`config.mk`:
```
export PLATFORM = sky130hd
export DESIGN_NAME = firebird7_in_gate1_tessent_sib_multi
export DESIGN_NICKNAME = d
export VERILOG_FILES = /design/src/rtl/firebird7_in_gate1_tessent_sib_multi.sv
export SDC_FILE = /design/constraint.sdc
export NUM_CORES = 1
export LEC_CHECK = 0
export CORE_MARGIN = 3
export CORE_UTILIZATION = 36
export CTS_CLUSTER_SIZE = 40
export DETAILED_ROUTE_END_ITERATION = 10
export PLACE_DENSITY = 0.73
export REMOVE_ABC_BUFFERS = 1
export SETUP_SLACK_MARGIN = 0.3
export SYNTH_ARGS = -nofsm -noshare
export SYNTH_HDL_FRONTEND = slang
export SYNTH_SLANG_ARGS = --single-unit
```
`constraint.sdc`:
```
create_clock -name ijtag_tck -period 0.9 [get_ports ijtag_tck]
set_clock_uncertainty 0.15 [all_clocks]
set_input_delay 0.135 -clock ijtag_tck [delete_from_list [all_inputs] [get_ports ijtag_tck]]
set_output_delay 0.135 -clock ijtag_tck [all_outputs]
set_load 0.005 [all_outputs]
```
`src/rtl/firebird7_in_gate1_tessent_sib_multi.sv`:
```
// Chain of NUM_SEG IJTAG segment insertion bits, each gating its own downstream segment,
// with per-segment hard-close locks, optional open-state capture and a retimed scan-out.
module firebird7_in_gate1_tessent_sib_multi #(
    parameter int unsigned        NUM_SEG         = 4,
    parameter bit                 CAPTURE_MODE    = 1'b0,
    parameter logic [NUM_SEG-1:0] RESET_OPEN_MASK = '0
) (
    input  logic               ijtag_tck,
    input  logic               ijtag_reset,
    input  logic               ijtag_sel,
    input  logic               ijtag_si,
    input  logic               ijtag_ce,
    input  logic               ijtag_se,
    input  logic               ijtag_ue,
    output logic               ijtag_so,
    input  logic [NUM_SEG-1:0] ijtag_seg_lock,
    output logic [NUM_SEG-1:0] ijtag_to_si,
    input  logic [NUM_SEG-1:0] ijtag_from_so,
    output logic [NUM_SEG-1:0] ijtag_to_sel,
    output logic [NUM_SEG-1:0] ijtag_open
);

    logic [NUM_SEG-1:0] sib_q, sib_d;
    logic [NUM_SEG-1:0] latch_q, latch_d;
    logic [NUM_SEG-1:0] en_q;
    logic [NUM_SEG-1:0] chain_in;
    logic [NUM_SEG-1:0] shift_val;
    logic [NUM_SEG-1:0] reset_open;
    logic               so_q;

    always_comb begin
        chain_in    = '0;
        chain_in[0] = ijtag_si;
        for (int unsigned k = 1; k < NUM_SEG; k++) begin
            chain_in[k] = sib_q[k-1];
        end
    end

    // An open cell is fed by its own segment, a closed one by the previous hop.
    assign shift_val = (latch_q & ijtag_from_so) | (~latch_q & chain_in);

    always_comb begin
        sib_d = sib_q;
        if (ijtag_ce && ijtag_sel) begin
            sib_d = CAPTURE_MODE ? latch_q : '0;
        end else if (ijtag_se && ijtag_sel) begin
            sib_d = shift_val;
        end
    end

    always_ff @(posedge ijtag_tck) begin
        if (ijtag_reset) begin
            sib_q <= '0;
        end else begin
            sib_q <= sib_d;
        end
    end

    assign reset_open = RESET_OPEN_MASK & ~ijtag_seg_lock;

    // Locks clear the latch on every negedge, update or not.
    always_comb begin
        latch_d = latch_q & ~ijtag_seg_lock;
        if (ijtag_ue && ijtag_sel) begin
            latch_d = sib_q & ~ijtag_seg_lock;
        end
    end

    always_ff @(negedge ijtag_tck) begin
        if (ijtag_reset) begin
            latch_q <= reset_open;
            en_q    <= reset_open;
            so_q    <= 1'b0;
        end else begin
            latch_q <= latch_d;
            en_q    <= latch_q;
            so_q    <= sib_q[NUM_SEG-1];
        end
    end

    assign ijtag_to_si  = chain_in;
    assign ijtag_to_sel = en_q & {NUM_SEG{ijtag_sel}};
    assign ijtag_open   = en_q;
    assign ijtag_so     = so_q;

endmodule

```
==> results of run 1 <==
==> stage by stage <==
| stage | setup slack [ns] | hold WS (ns) | total power (W) | cells |
|---|---|---|---|---|
| after floorplan | -0.4297 | 0.1200 | 0.0007247 | 49 |
| after global placement | -0.8869 | 0.3324 | 0.0008798 | 110 |
| after detailed placement | -0.9291 | 0.3352 | 0.0008815 | 110 |
| after CTS | -0.7196 | 0.08351 | 0.001369 | 128 |
| after global routing | -0.7869 | 0.1777 | 0.001507 | 133 |
| final | -0.7371 | 0.1520 | 0.001411 | 133 |
==> cell usage after synthesis (all sizes together) <==
| cell type | n | area share, % |
|---|---|---|
| mux2i | 4 | 6.3 |
| nor2b | 5 | 4.9 |
| a211oi | 8 | 16 |
| and2 | 5 | 5.3 |
| a21o | 1 | 2.3 |
| a21bo | 4 | 6.3 |
| buf | 8 | 12 |
| dfxtp | 13 | 41 |
| a21oi | 4 | 3.1 |
| nand3 | 4 | 3.1 |
| inv | 1 | 0.59 |
==> flip-flops by register name (all words and copies together), names as in the netlist <==
signal,count
ijtag_so,1
sib_q,4
ijtag_open,4
latch_q,4
==> layer usage <==
metal / vias up / part of all wire (%)
met5: - / 0
met4: 0 / 3.0
met3: 7 / 4.4
met2: 19 / 50
met1: 297 / 43
li1: 302 / -
==> power by group through the flow <==
stage	sequential, W	combinational, W	clock [W]
2_1_floorplan	0.000609	0.0000468	0.0000685
3_3_place_gp	0.000608	0.000204	0.0000685
3_5_place_dp	0.000607	0.000206	0.0000685
4_1_cts	0.000601	0.000249	0.000519
5_1_grt	0.000603	0.000293	0.000611
6_report	0.000603	0.000276	0.000532
==> kinds of logic after synthesis <==
family | count (synthesis)
buf+inv | 9
flops | 13
simple gates | 14
mux | 4
compound gates | 17
==> area by class of cell <==
| type | instances | area share, % |
|---|---|---|
| clock buffer | 3 | 1.865 |
| clock inverter | 10 | 3.109 |
| multi-input combinational | 35 | 29.53 |
| sequential | 13 | 22.80 |
| tap | 24 | 2.487 |
| timing repair buffer | 48 | 40.21 |
==> tightest hold or removal path: stages <==
cell and delay (ns):
sky130_fd_sc_hd__buf_8 0.07, sky130_fd_sc_hd__buf_4 0.10, sky130_fd_sc_hd__mux2i_2 0.07, sky130_fd_sc_hd__a211oi_2 0.17
==> what timing repair did <==
action                     4_1_cts  5_1_grt
buffers inserted                 4        5
setup endpoints to repair       26       26
hold endpoints to repair         0        0
cloned                           2        0
pin swaps                        5        4
resized for setup               95       16
==> worst max-delay path by stage <==
stage                             start                     to  slack, ns
3_3_place_gp                   ijtag_ue  latch_q[0]$_SDFF_NP0_      -0.89
4_1_cts        ijtag_open[1]$_SDFF_NP0_        ijtag_to_sel[1]      -0.72
5_1_grt        ijtag_open[1]$_SDFF_NP0_        ijtag_to_sel[1]      -0.79
2_1_floorplan     latch_q[0]$_SDFF_NP0_  sib_q[0]$_SDFFE_PP0P_      -0.43
6_report       ijtag_open[1]$_SDFF_NP0_        ijtag_to_sel[1]      -0.74
3_5_place_dp                   ijtag_ue  latch_q[1]$_SDFF_NP0_      -0.93
==> flow_summary.rst, run 1 <==
.. list-table::
   :header-rows: 1

   * - Metric
     - Value
   * - Avg WL per Cell
     - approximately 15 um
   * - Cell at the slowest stage of the critical path
     - sky130_fd_sc_hd__dfxtp_2
   * - Area fraction in compound gates after synthesis
     - between 20% and 30%
   * - Sequential cell area fraction in the yosys report
     - 40.70%
   * - Failing checks
     - setup timing
   * - Clock tree buffer depth
     - 2
   * - IR drop worst, VDD
     - 0.8464 mV
   * - Commonest non-fill, non-tap cell in the layout
     - sky130_fd_sc_hd__buf_6
   * - Sequential share of power
     - between 40% and 50%
   * - DP Wirelength
     - between 1 and 1.5 mm
   * - Wire length of the first global-routing pass
     - about 2.9 mm
   * - Sw frac
     - slightly above 30%
   * - Unrepaired setup endpoints after global routing
     - yes
   * - Cell Int Power
     - 0.0009777 W
   * - Max Cap Viol
     - 0
   * - Placement row count
     - 14
   * - Number of register bits inferred by synthesis
     - 13
   * - Worst min-delay path class
     - in -> reg
   * - Final total negative setup slack
     - -10.54 ns
   * - Sequence of cells on the critical path
     - and2_1 -> buf_2
   * - Vias
     - ~630
   * - NetSw
     - 0.0004331 W
   * - Slack of the worst reg-to-reg path
     - -0.57 ns
   * - Largest net degree at the start of global routing
     - 9
   * - Post-route DRC violation count
     - 0
   * - Average size of a mapped cell
     - about 11 um2
   * - P&R area growth vs syn
     - 88.85%
   * - H-tree levels
     - 1
   * - Cell depth of the worst flop-to-flop path
     - 2
   * - CP arrival
     - around 1.4 ns
   * - Vias/cell
     - ~4.7
   * - Number of optimization iterations in the first detailed-route pass
     - 4
   * - Ys Warns
     - 0
   * - Part of the power in the clock network
     - a little under two fifths
   * - Area inside the core boundary
     - roughly 1600 um2
   * - Cell depth of the worst setup path
     - 2
   * - Worst Hold Endpoint
     - sib_q[0]$_SDFFE_PP0P_
   * - Drt first-iter violations
     - 6
   * - Clock root buffer
     - sky130_fd_sc_hd__clkbuf_4
   * - Height of the chip
     - between 40 and 50 um
   * - Full die area
     - about 2300 um2
   * - Final worst setup slack
     - -0.7371 ns
   * - Met1 capacity usage during global routing
     - 20.98%
   * - CTS tree
     - done
   * - Routability congestion estimate from global placement
     - roughly 0.73
   * - Number of instances on the worst hold path
     - 4
   * - Critical register-to-register path startpoint
     - latch_q[0]$_SDFF_NP0_
   * - Initial antenna violation count
     - 0
   * - Remaining antenna violation count after routing
     - 0
   * - Global routing usage on met3
     - under 10%
   * - Via count of the first global-routing pass
     - ~640
   * - Final-stage net count
     - about 130
   * - Grt peak-use layer
     - met2
   * - Post-synthesis instance area
     - around 640 um2
   * - Hold bufs inserted after CTS
     - 0
   * - CP required
     - about 0.6 ns
   * - Reg-to-reg endpoint
     - sib_q[0]$_SDFFE_PP0P_
   * - CP peak stage delay
     - 0.31 ns
   * - Outcome
     - finished with violations
   * - Number of instances in the synthesized netlist
     - 57
   * - Commonest non-fill, non-tap cells in the layout
     - 17 x sky130_fd_sc_hd__buf_6, 12 x sky130_fd_sc_hd__dfxtp_2, 10 x sky130_fd_sc_hd__inv_1, 10 x sky130_fd_sc_hd__clkdlybuf4s50_1
   * - Crit Path Category
     - reg -> out
   * - Clock transition at path regs
     - about 0.08 ns
   * - Initial standard-cell utilization of the core
     - between 40% and 50%
   * - Setup Viol. Count Final
     - 21
   * - Overall routing resource usage
     - between 10% and 20%
   * - Worst setup SP type
     - flop
   * - Worst hold path startpoint
     - ijtag_si
   * - Util after Layout
     - around 76%
   * - Count of input and output buffers
     - 27
   * - Adder-cell share of the synthesized area
     - 0%
   * - Share of cells above drive strength 1
     - between 60 and 70%
   * - Simple-gate share of the synthesized area
     - between 10% and 20%
   * - Fill cells
     - around 100
   * - Combinational fraction of design power
     - between 10% and 20%
   * - Final Hold Vio Count
     - 0
   * - Combined area of the multi-input logic cells
     - approximately 360 um2
   * - Largest family of logic cells by synthesized area
     - compound AO/OA/AOI/OAI gates
   * - Fin. max-slew vios
     - 0
   * - XOR/XNOR Fraction of Synth Area
     - 0%
   * - Register cell area after layout
     - 275.3 um2
   * - Cell family contributing the most delay on the critical path
     - flip-flops
   * - Cell area reported after detailed placement
     - ~950 um2
   * - Pwr per Cell Area
     - ~1200 nW/um2
   * - Leakage
     - roughly 0.52 nW
   * - Sort of element at the end of the critical path
     - output port
   * - Gr ovfl total
     - 0
   * - Transition at the pin with the smallest max-transition slack
     - 0.2152 ns
   * - Number of clock sinks seen by CTS
     - 13
   * - GR met2 Demand/Resource
     - between 30% and 40%
   * - Worst slew margin relative to its limit
     - between 80% and 90%
   * - Post-route design area
     - 1207 um2
   * - Number of buffers and inverters on the critical path
     - 1
   * - Latest clock arrival within the worst-skew pair
     - around 0.35 ns
   * - Portion of netlist area occupied by mux cells
     - between 6 and 7%
   * - Post-detailed-routing wire length
     - between 1.5 and 2 mm
   * - Die width
     - approximately 48 um
   * - Count of cell types in the netlist
     - 13
   * - Largest driver fanout on the critical path
     - 2
   * - Count of pins on the block boundary
     - 28
   * - Total clock buffers created by CTS
     - 3
   * - Diodes inserted
     - 0
Power figures use the tool's default switching activity.
==> run 2, diff against run 1 <==
- CORE_MARGIN: 3 -> 2
- PLACE_DENSITY: 0.73 -> 0.79
==> run 2 against run 1 <==
  * The run still ends with setup timing left
  * Largest power group unchanged
  * Non-clock buffer count is 7 higher
  * Cell count did not move
  * First-iteration DRC count rose to 4.3 times the previous value
  * Critical path type unchanged
  * Die area fell by 8.1%
==> flow_summary.rst, run 2 (synthesis results as in run 1) <==
.. list-table::
   :header-rows: 1

   * - Metric
     - Value
   * - Clock root buffer
     - sky130_fd_sc_hd__clkbuf_4 (unchanged)
   * - Fill cells
     - 109 (was 104)
   * - Vias/cell
     - 4.947 (was 4.699)
   * - Worst slew margin relative to its limit
     - 84.98% (was 85.65%)
   * - Drt first-iter violations
     - 26 (was 6)
   * - Final Hold Vio Count
     - 0 (unchanged)
   * - Outcome
     - finished with violations (unchanged)
   * - Final-stage net count
     - 132 (was 125)
   * - Grt peak-use layer
     - met2 (unchanged)
   * - Initial standard-cell utilization of the core
     - 37.85% (was 40.11%)
   * - Clock tree buffer depth
     - 2 (unchanged)
   * - CTS tree
     - done (unchanged)
   * - Sequence of cells on the critical path
     - and2_1 -> buf_2 (unchanged)
   * - Wire length of the first global-routing pass
     - 3.098 mm (was 2.911 mm)
   * - Latest clock arrival within the worst-skew pair
     - 0.36 ns (was 0.35 ns)
   * - Share of cells above drive strength 1
     - 66.38% (was 66.97%)
   * - Initial antenna violation count
     - 0 (unchanged)
   * - Worst setup SP type
     - flop (unchanged)
   * - Via count of the first global-routing pass
     - 628 (was 641)
   * - DP Wirelength
     - 1.018 mm (was 1.096 mm)
   * - Fin. max-slew vios
     - 0 (unchanged)
   * - Height of the chip
     - 46.14 um (was 48.14 um)
   * - Area inside the core boundary
     - 1689 um2 (was 1594 um2)
   * - Diodes inserted
     - 0 (unchanged)
   * - Remaining antenna violation count after routing
     - 0 (unchanged)
   * - Transition at the pin with the smallest max-transition slack
     - 0.2253 ns (was 0.2152 ns)
   * - H-tree levels
     - 1 (unchanged)
   * - Avg WL per Cell
     - 15.16 um (was 14.66 um)
   * - Unrepaired setup endpoints after global routing
     - yes (unchanged)
   * - Largest driver fanout on the critical path
     - 2 (unchanged)
   * - Routability congestion estimate from global placement
     - 0.7227 (was 0.7298)
   * - Met1 capacity usage during global routing
     - 28.27% (was 20.98%)
   * - Overall routing resource usage
     - 20.55% (was 18.74%)
   * - P&R area growth vs syn
     - 92.17% (was 88.85%)
   * - Vias
     - 658 (was 625)
   * - Power, Total
     - 0.001459 W (was 0.001411 W)
   * - CP required
     - 0.61 ns (about the same)
   * - Commonest non-fill, non-tap cells in the layout
     - 26 x sky130_fd_sc_hd__buf_6, 12 x sky130_fd_sc_hd__dfxtp_2, 10 x sky130_fd_sc_hd__inv_1, 10 x sky130_fd_sc_hd__clkdlybuf4s50_1, 10 x sky130_fd_sc_hd__buf_4 (was 17 x sky130_fd_sc_hd__buf_6, 12 x sky130_fd_sc_hd__dfxtp_2, 10 x sky130_fd_sc_hd__inv_1, 10 x sky130_fd_sc_hd__clkdlybuf4s50_1)
   * - Largest net degree at the start of global routing
     - 9 (unchanged)
   * - Crit Path Category
     - reg -> out (unchanged)
   * - CP peak stage delay
     - 0.31 ns (about the same)
   * - Total clock buffers created by CTS
     - 3 (unchanged)
   * - Setup Viol. Count Final
     - 22 (was 21)
   * - Cell at the slowest stage of the critical path
     - sky130_fd_sc_hd__dfxtp_2 (unchanged)
   * - Pwr per Cell Area
     - 1188 nW/um2 (was 1169 nW/um2)
   * - Post-detailed-routing wire length
     - 2.016 mm (was 1.950 mm)
   * - Sort of element at the end of the critical path
     - output port (unchanged)
   * - GR met2 Demand/Resource
     - 33.06% (was 32.29%)
   * - Clock transition at path regs
     - 0.09 ns (was 0.08 ns)
   * - Post-route DRC violation count
     - 0 (unchanged)
   * - Number of clock sinks seen by CTS
     - 13 (unchanged)
   * - Max Cap Viol
     - 0 (unchanged)
   * - Post-route design area
     - 1229 um2 (was 1207 um2)
   * - Failing checks
     - setup timing (unchanged)
   * - Cell area reported after detailed placement
     - 930.9 um2 (was 952.2 um2)
   * - CP arrival
     - 1.36 ns (was 1.35 ns)
   * - Placement row count
     - 15 (was 14)
   * - Die width
     - 46.14 um (was 48.14 um)
   * - IR drop worst, VDD
     - 0.6847 mV (was 0.8464 mV)
   * - Number of optimization iterations in the first detailed-route pass
     - 4 (unchanged)
   * - Leakage
     - 0.5474 nW (was 0.5210 nW)
   * - Global routing usage on met3
     - 4.706% (was 4.797%)
   * - Count of pins on the block boundary
     - 28 (unchanged)
   * - Full die area
     - 2129 um2 (was 2317 um2)
   * - Count of input and output buffers
     - 27 (unchanged)
   * - Commonest non-fill, non-tap cell in the layout
     - sky130_fd_sc_hd__buf_6 (unchanged)
   * - Gr ovfl total
     - 0 (unchanged)
   * - Worst min-delay path class
     - in -> reg (unchanged)
   * - Final worst setup slack
     - -0.7422 ns (was -0.7371 ns)
-- run 2: changes by cell type in the layout (fill, tap and decap cells not counted), moves of 2 or more --
cell	previous run	this run
sky130_fd_sc_hd__buf_6	17	26
sky130_fd_sc_hd__buf_4	8	10
sky130_fd_sc_hd__mux2i_2	3	0
sky130_fd_sc_hd__mux2i_1	1	4
-- run 2: final timing paths --
check / from / to / slack, ns / cells after the start
setup / recovery: ijtag_open[2]$_SDFF_NP0_ / ijtag_to_sel[2] / -0.74 / 2
hold / removal: ijtag_si / sib_q[0]$_SDFFE_PP0P_ / 0.08 / 3
setup reg to reg: latch_q[2]$_SDFF_NP0_ / sib_q[2]$_SDFFE_PP0P_ / -0.57 / 2
hold reg to reg: latch_q[1]$_SDFF_NP0_ / ijtag_open[1]$_SDFF_NP0_ / 0.33 / 1
-- run 2: layout make-up --
type / count / area, um2 / share of cell area (%)
Clock buffer: 3 / 22.52 / 1.833
Clock inverter: 10 / 37.54 / 3.055
Multi-Input combinational cell: 35 / 337.8 / 27.49
Sequential cell: 13 / 275.3 / 22.40
Tap cell: 17 / 21.27 / 1.731
Timing Repair Buffer: 55 / 534.3 / 43.48
-- run 2: worst max-delay path, delay by kind of cell, from the launching register on --
| kind | cells | cell delay, ns |
|---|---|---|
| buffers and inverters | 1 | 0.12 |
| flip-flops | 1 | 0.31 |
| AND/OR/NAND/NOR | 1 | 0.13 |
-- run 2: per-stage QoR --
| step | TNS (ns) | hold WS (ns) | instances | worst slack (ns) | util, % |
|---|---|---|---|---|---|
| after CTS | -10.69 | 0.08216 | 130 | -0.7394 | 68.59 |
| after global routing | -11.46 | 0.07669 | 133 | -0.7865 | 72.74 |
| after detailed placement | -16.66 | 0.3344 | 103 | -0.9469 | 55.11 |
| final | -10.90 | 0.07908 | 133 | -0.7422 | 72.74 |
| after floorplan | -5.242 | 0.1200 | 49 | -0.4297 | - |
| after global placement | -16.50 | 0.3294 | 103 | -0.8872 | 55.11 |
-- run 2: what timing repair did --
action                                  CTS  global route
cloned                                    1             0
endpoints found under the hold margin     0             0
pin swaps                                 9             5
gates resized for setup                 106             9
hold buffers                              0             0
endpoints found under the setup margin   26            26
setup buffers                            14             3
-- run 2: per-layer routing --
layer  share of wire (%)  up-vias
met5                   0        -
met4                   0        0
met3                 4.8        0
met2                  50       24
met1                  45      317
li1                    -      317
-- run 2: where the power goes --
group          internal [W]  switching, W
clock              0.000214      0.000355
combinational      0.000185      0.000104
sequential         0.000591     0.0000102
total              0.000989      0.000470
==> run 3, diff against run 2 <==
- CORE_AREA: default -> 2 2 39 41
- CORE_MARGIN: 2 -> default
- CORE_UTILIZATION: 36 -> default
- DIE_AREA: default -> 0 0 41 43
- DONT_BUFFER_PORTS: default -> 1
- PLACE_DENSITY: 0.79 -> 0.71
==> run 3 against run 2 <==
  * The flow finishes with violations (hold timing, setup timing)
  * Via count decreased by 29%
  * Clock-buffer cell count is the same
  * Utilization decreased by 13 points
  * Critical path type unchanged
  * Flip-flop and latch count unchanged
  * Wire length decreased by 41%
  * Largest cell class is now multi-input combinational cells
  * Critical path depth fell by 1
  * Clock power is 13% lower
==> flow_summary.rst, run 3 (synthesis results as in run 1) <==
.. list-table::
   :header-rows: 1

   * - Metric
     - Value
   * - Outcome
     - finished with violations (unchanged)
   * - Failing checks
     - hold timing, setup timing (was setup timing)
   * - Cell family contributing the most delay on the critical path
     - flip-flops (unchanged)
   * - Cell area reported after detailed placement
     - 644.4 um2 (was 930.9 um2)
   * - Largest driver fanout on the critical path
     - 2 (unchanged)
   * - IR drop worst, VDD
     - 0.7226 mV (was 0.6847 mV)
   * - Clock transition at path regs
     - 0.08 ns (was 0.09 ns)
   * - Worst slew margin relative to its limit
     - 88.09% (was 84.98%)
   * - Overall routing resource usage
     - 17.41% (was 20.55%)
   * - Placement row count
     - 14 (was 15)
   * - Final total negative setup slack
     - -9.340 ns (was -10.90 ns)
   * - Sequence of cells on the critical path
     - and2_4 (was and2_1 -> buf_2)
   * - Slack of the worst reg-to-reg path
     - -0.53 ns (was -0.57 ns)
   * - Share of cells above drive strength 1
     - 66.22% (was 66.38%)
   * - Commonest non-fill, non-tap cells in the layout
     - 13 x sky130_fd_sc_hd__dfxtp_2, 10 x sky130_fd_sc_hd__inv_1, 9 x sky130_fd_sc_hd__buf_6, 8 x sky130_fd_sc_hd__a211oi_2, 5 x sky130_fd_sc_hd__and2_4 (was 26 x sky130_fd_sc_hd__buf_6, 12 x sky130_fd_sc_hd__dfxtp_2, 10 x sky130_fd_sc_hd__inv_1, 10 x sky130_fd_sc_hd__clkdlybuf4s50_1, 10 x sky130_fd_sc_hd__buf_4)
   * - Top Metal Used
     - met3 (unchanged)
   * - Die width
     - 41 um (was 46.14 um)
   * - CTS tree
     - done (unchanged)
   * - Register cell area after layout
     - 276.5 um2 (was 275.3 um2)
   * - Diodes inserted
     - 0 (unchanged)
   * - Number of buffers and inverters on the critical path
     - 0 (was 1)
   * - Setup Viol. Count Final
     - 21 (was 22)
   * - Number of optimization iterations in the first detailed-route pass
     - 3 (was 4)
   * - Cell depth of the worst setup path
     - 1 (was 2)
   * - Transition at the pin with the smallest max-transition slack
     - 0.1737 ns (was 0.2253 ns)
   * - Max Cap Viol
     - 0 (unchanged)
   * - Final worst setup slack
     - -0.6224 ns (was -0.7422 ns)
   * - Post-route design area
     - 829.5 um2 (was 1229 um2)
   * - Cell depth of the worst flop-to-flop path
     - 2 (unchanged)
   * - Avg WL per Cell
     - 13.16 um (was 15.16 um)
   * - Post-detailed-routing wire length
     - 1.184 mm (was 2.016 mm)
   * - Cell at the slowest stage of the critical path
     - sky130_fd_sc_hd__dfxtp_2 (unchanged)
   * - Vias/cell
     - 5.178 (was 4.947)
   * - Number of placed instances with taps included
     - 73 (was 103)
   * - Post-route DRC violation count
     - 0 (unchanged)
   * - Worst hold-check slack
     - -0.1258 ns (was 0.07908 ns)
   * - Filler-free cell count of the finished design
     - 90 (was 133)
   * - Worst Hold Endpoint
     - sib_q[0]$_SDFFE_PP0P_ (unchanged)
   * - Full die area
     - 1763 um2 (was 2129 um2)
   * - Via count of the first global-routing pass
     - 477 (was 628)
   * - Routability congestion estimate from global placement
     - 0.6815 (was 0.7227)
   * - Worst setup SP type
     - flop (unchanged)
   * - Worst min-delay path class
     - in -> reg (unchanged)
   * - Combined area of the multi-input logic cells
     - 341.6 um2 (was 337.8 um2)
   * - Gr ovfl total
     - 0 (unchanged)
   * - Total clock buffers created by CTS
     - 3 (unchanged)
   * - Largest net degree at the start of global routing
     - 19 (was 9)
   * - Final-stage net count
     - 90 (was 132)
   * - Worst hold path startpoint
     - ijtag_reset (was ijtag_si)
   * - Detailed-route wire length on metal 1
     - 475 um (was 917 um)
   * - Final Hold Vio Count
     - 4 (was 0)
   * - Initial standard-cell utilization of the core
     - 46.20% (was 37.85%)
   * - Pre-CTS worst setup slack
     - -0.5143 ns (was -0.9469 ns)
   * - CP arrival
     - 1.24 ns (was 1.36 ns)
   * - Clock root buffer
     - sky130_fd_sc_hd__clkbuf_4 (unchanged)
   * - Leakage
     - 0.3322 nW (was 0.5474 nW)
   * - Initial antenna violation count
     - 0 (unchanged)
   * - Critical register-to-register path startpoint
     - latch_q[0]$_SDFF_NP0_ (was latch_q[2]$_SDFF_NP0_)
   * - Number of clock sinks seen by CTS
     - 13 (unchanged)
   * - Commonest non-fill, non-tap cell in the layout
     - sky130_fd_sc_hd__dfxtp_2 (was sky130_fd_sc_hd__buf_6)
   * - Wire length of the first global-routing pass
     - 2.021 mm (was 3.098 mm)
   * - Latest clock arrival within the worst-skew pair
     - 0.33 ns (was 0.36 ns)
   * - Sort of element at the end of the critical path
     - output port (unchanged)
   * - Crit Path Category
     - reg -> out (unchanged)
   * - Vias
     - 466 (was 658)
   * - Height of the chip
     - 43 um (was 46.14 um)
   * - CP peak stage delay
     - 0.32 ns (was 0.31 ns)
   * - Number of instances on the worst hold path
     - 2 (was 3)
   * - Reg-to-reg endpoint
     - sib_q[0]$_SDFFE_PP0P_ (was sib_q[2]$_SDFFE_PP0P_)
   * - Unrepaired setup endpoints after global routing
     - yes (unchanged)
   * - Met3 Wirelength
     - 101 um (was 96 um)
   * - Count of pins on the block boundary
     - 28 (unchanged)
   * - H-tree levels
     - 1 (unchanged)
   * - Remaining antenna violation count after routing
     - 0 (unchanged)
   * - Clock tree buffer depth
     - 2 (unchanged)
   * - Drt first-iter violations
     - 6 (was 26)
   * - Fin. max-slew vios
     - 0 (unchanged)
   * - CP required
     - 0.61 ns (about the same)
   * - P&R area growth vs syn
     - 29.75% (was 92.17%)
   * - Pwr per Cell Area
     - 1430 nW/um2 (was 1188 nW/um2)
   * - Count of input and output buffers
     - 0 (was 27)
   * - Fill cells
     - 118 (was 109)
   * - Area inside the core boundary
     - 1384 um2 (was 1689 um2)
   * - Length of routed met2 wiring
     - 607 um (was 1.002 mm)
## run 3: final cells by class
| cell class | instances | share of cell area [%] |
|---|---|---|
| clock inverters | 10 | 4.525 |
| multi-input cells | 35 | 41.18 |
| clock buffers | 3 | 2.715 |
| repair buffers | 13 | 15.84 |
| flip-flops and latches | 13 | 33.33 |
| well taps | 16 | 2.413 |
## run 3: worst max-delay path by stage
stage / start / endpoint / slack (ns)
2_1_floorplan: latch_q[0]$_SDFF_NP0_ / sib_q[0]$_SDFFE_PP0P_ / -0.43
3_3_place_gp: latch_q[0]$_SDFF_NP0_ / sib_q[0]$_SDFFE_PP0P_ / -0.49
3_5_place_dp: latch_q[0]$_SDFF_NP0_ / sib_q[0]$_SDFFE_PP0P_ / -0.51
4_1_cts: ijtag_open[0]$_SDFF_NP0_ / ijtag_to_sel[0] / -0.62
5_1_grt: ijtag_open[1]$_SDFF_NP0_ / ijtag_to_sel[1] / -0.65
6_report: ijtag_open[3]$_SDFF_NP0_ / ijtag_to_sel[3] / -0.62
## run 3: what timing repair did
| item | 4_1_cts | 5_1_grt |
|---|---|---|
| setup endpoints to repair | 25 | 25 |
| gates cloned | 0 | 0 |
| pin swaps | 6 | 5 |
| gates resized for setup | 26 | 6 |
| hold endpoints to repair | 4 | 4 |
| buffers inserted | 3 | 2 |
## run 3: per-stage QoR
stage	util, %	power [W]
floorplan	-	0.0007247
global placement	46.56	0.0007447
detailed placement	46.56	0.0007464
CTS	56.96	0.001200
global route	59.95	0.001278
finish	59.95	0.001187
## run 3: per-layer routing
metal,vias to the layer above,track usage [%]
met3,0,5.236
met2,17,24.69
met4,0,12.00
li1,233,-
met1,216,21.45
met5,-,0
## run 3: report_power, final
| group | total (W) | internal (W) | switching (W) |
|---|---|---|---|
| combinational | 0.0000908 | 0.0000563 | 0.0000345 |
| clock | 0.000493 | 0.000213 | 0.000280 |
| sequential | 0.000603 | 0.000593 | 0.00000965 |
| total | 0.00119 | 0.000862 | 0.000324 |
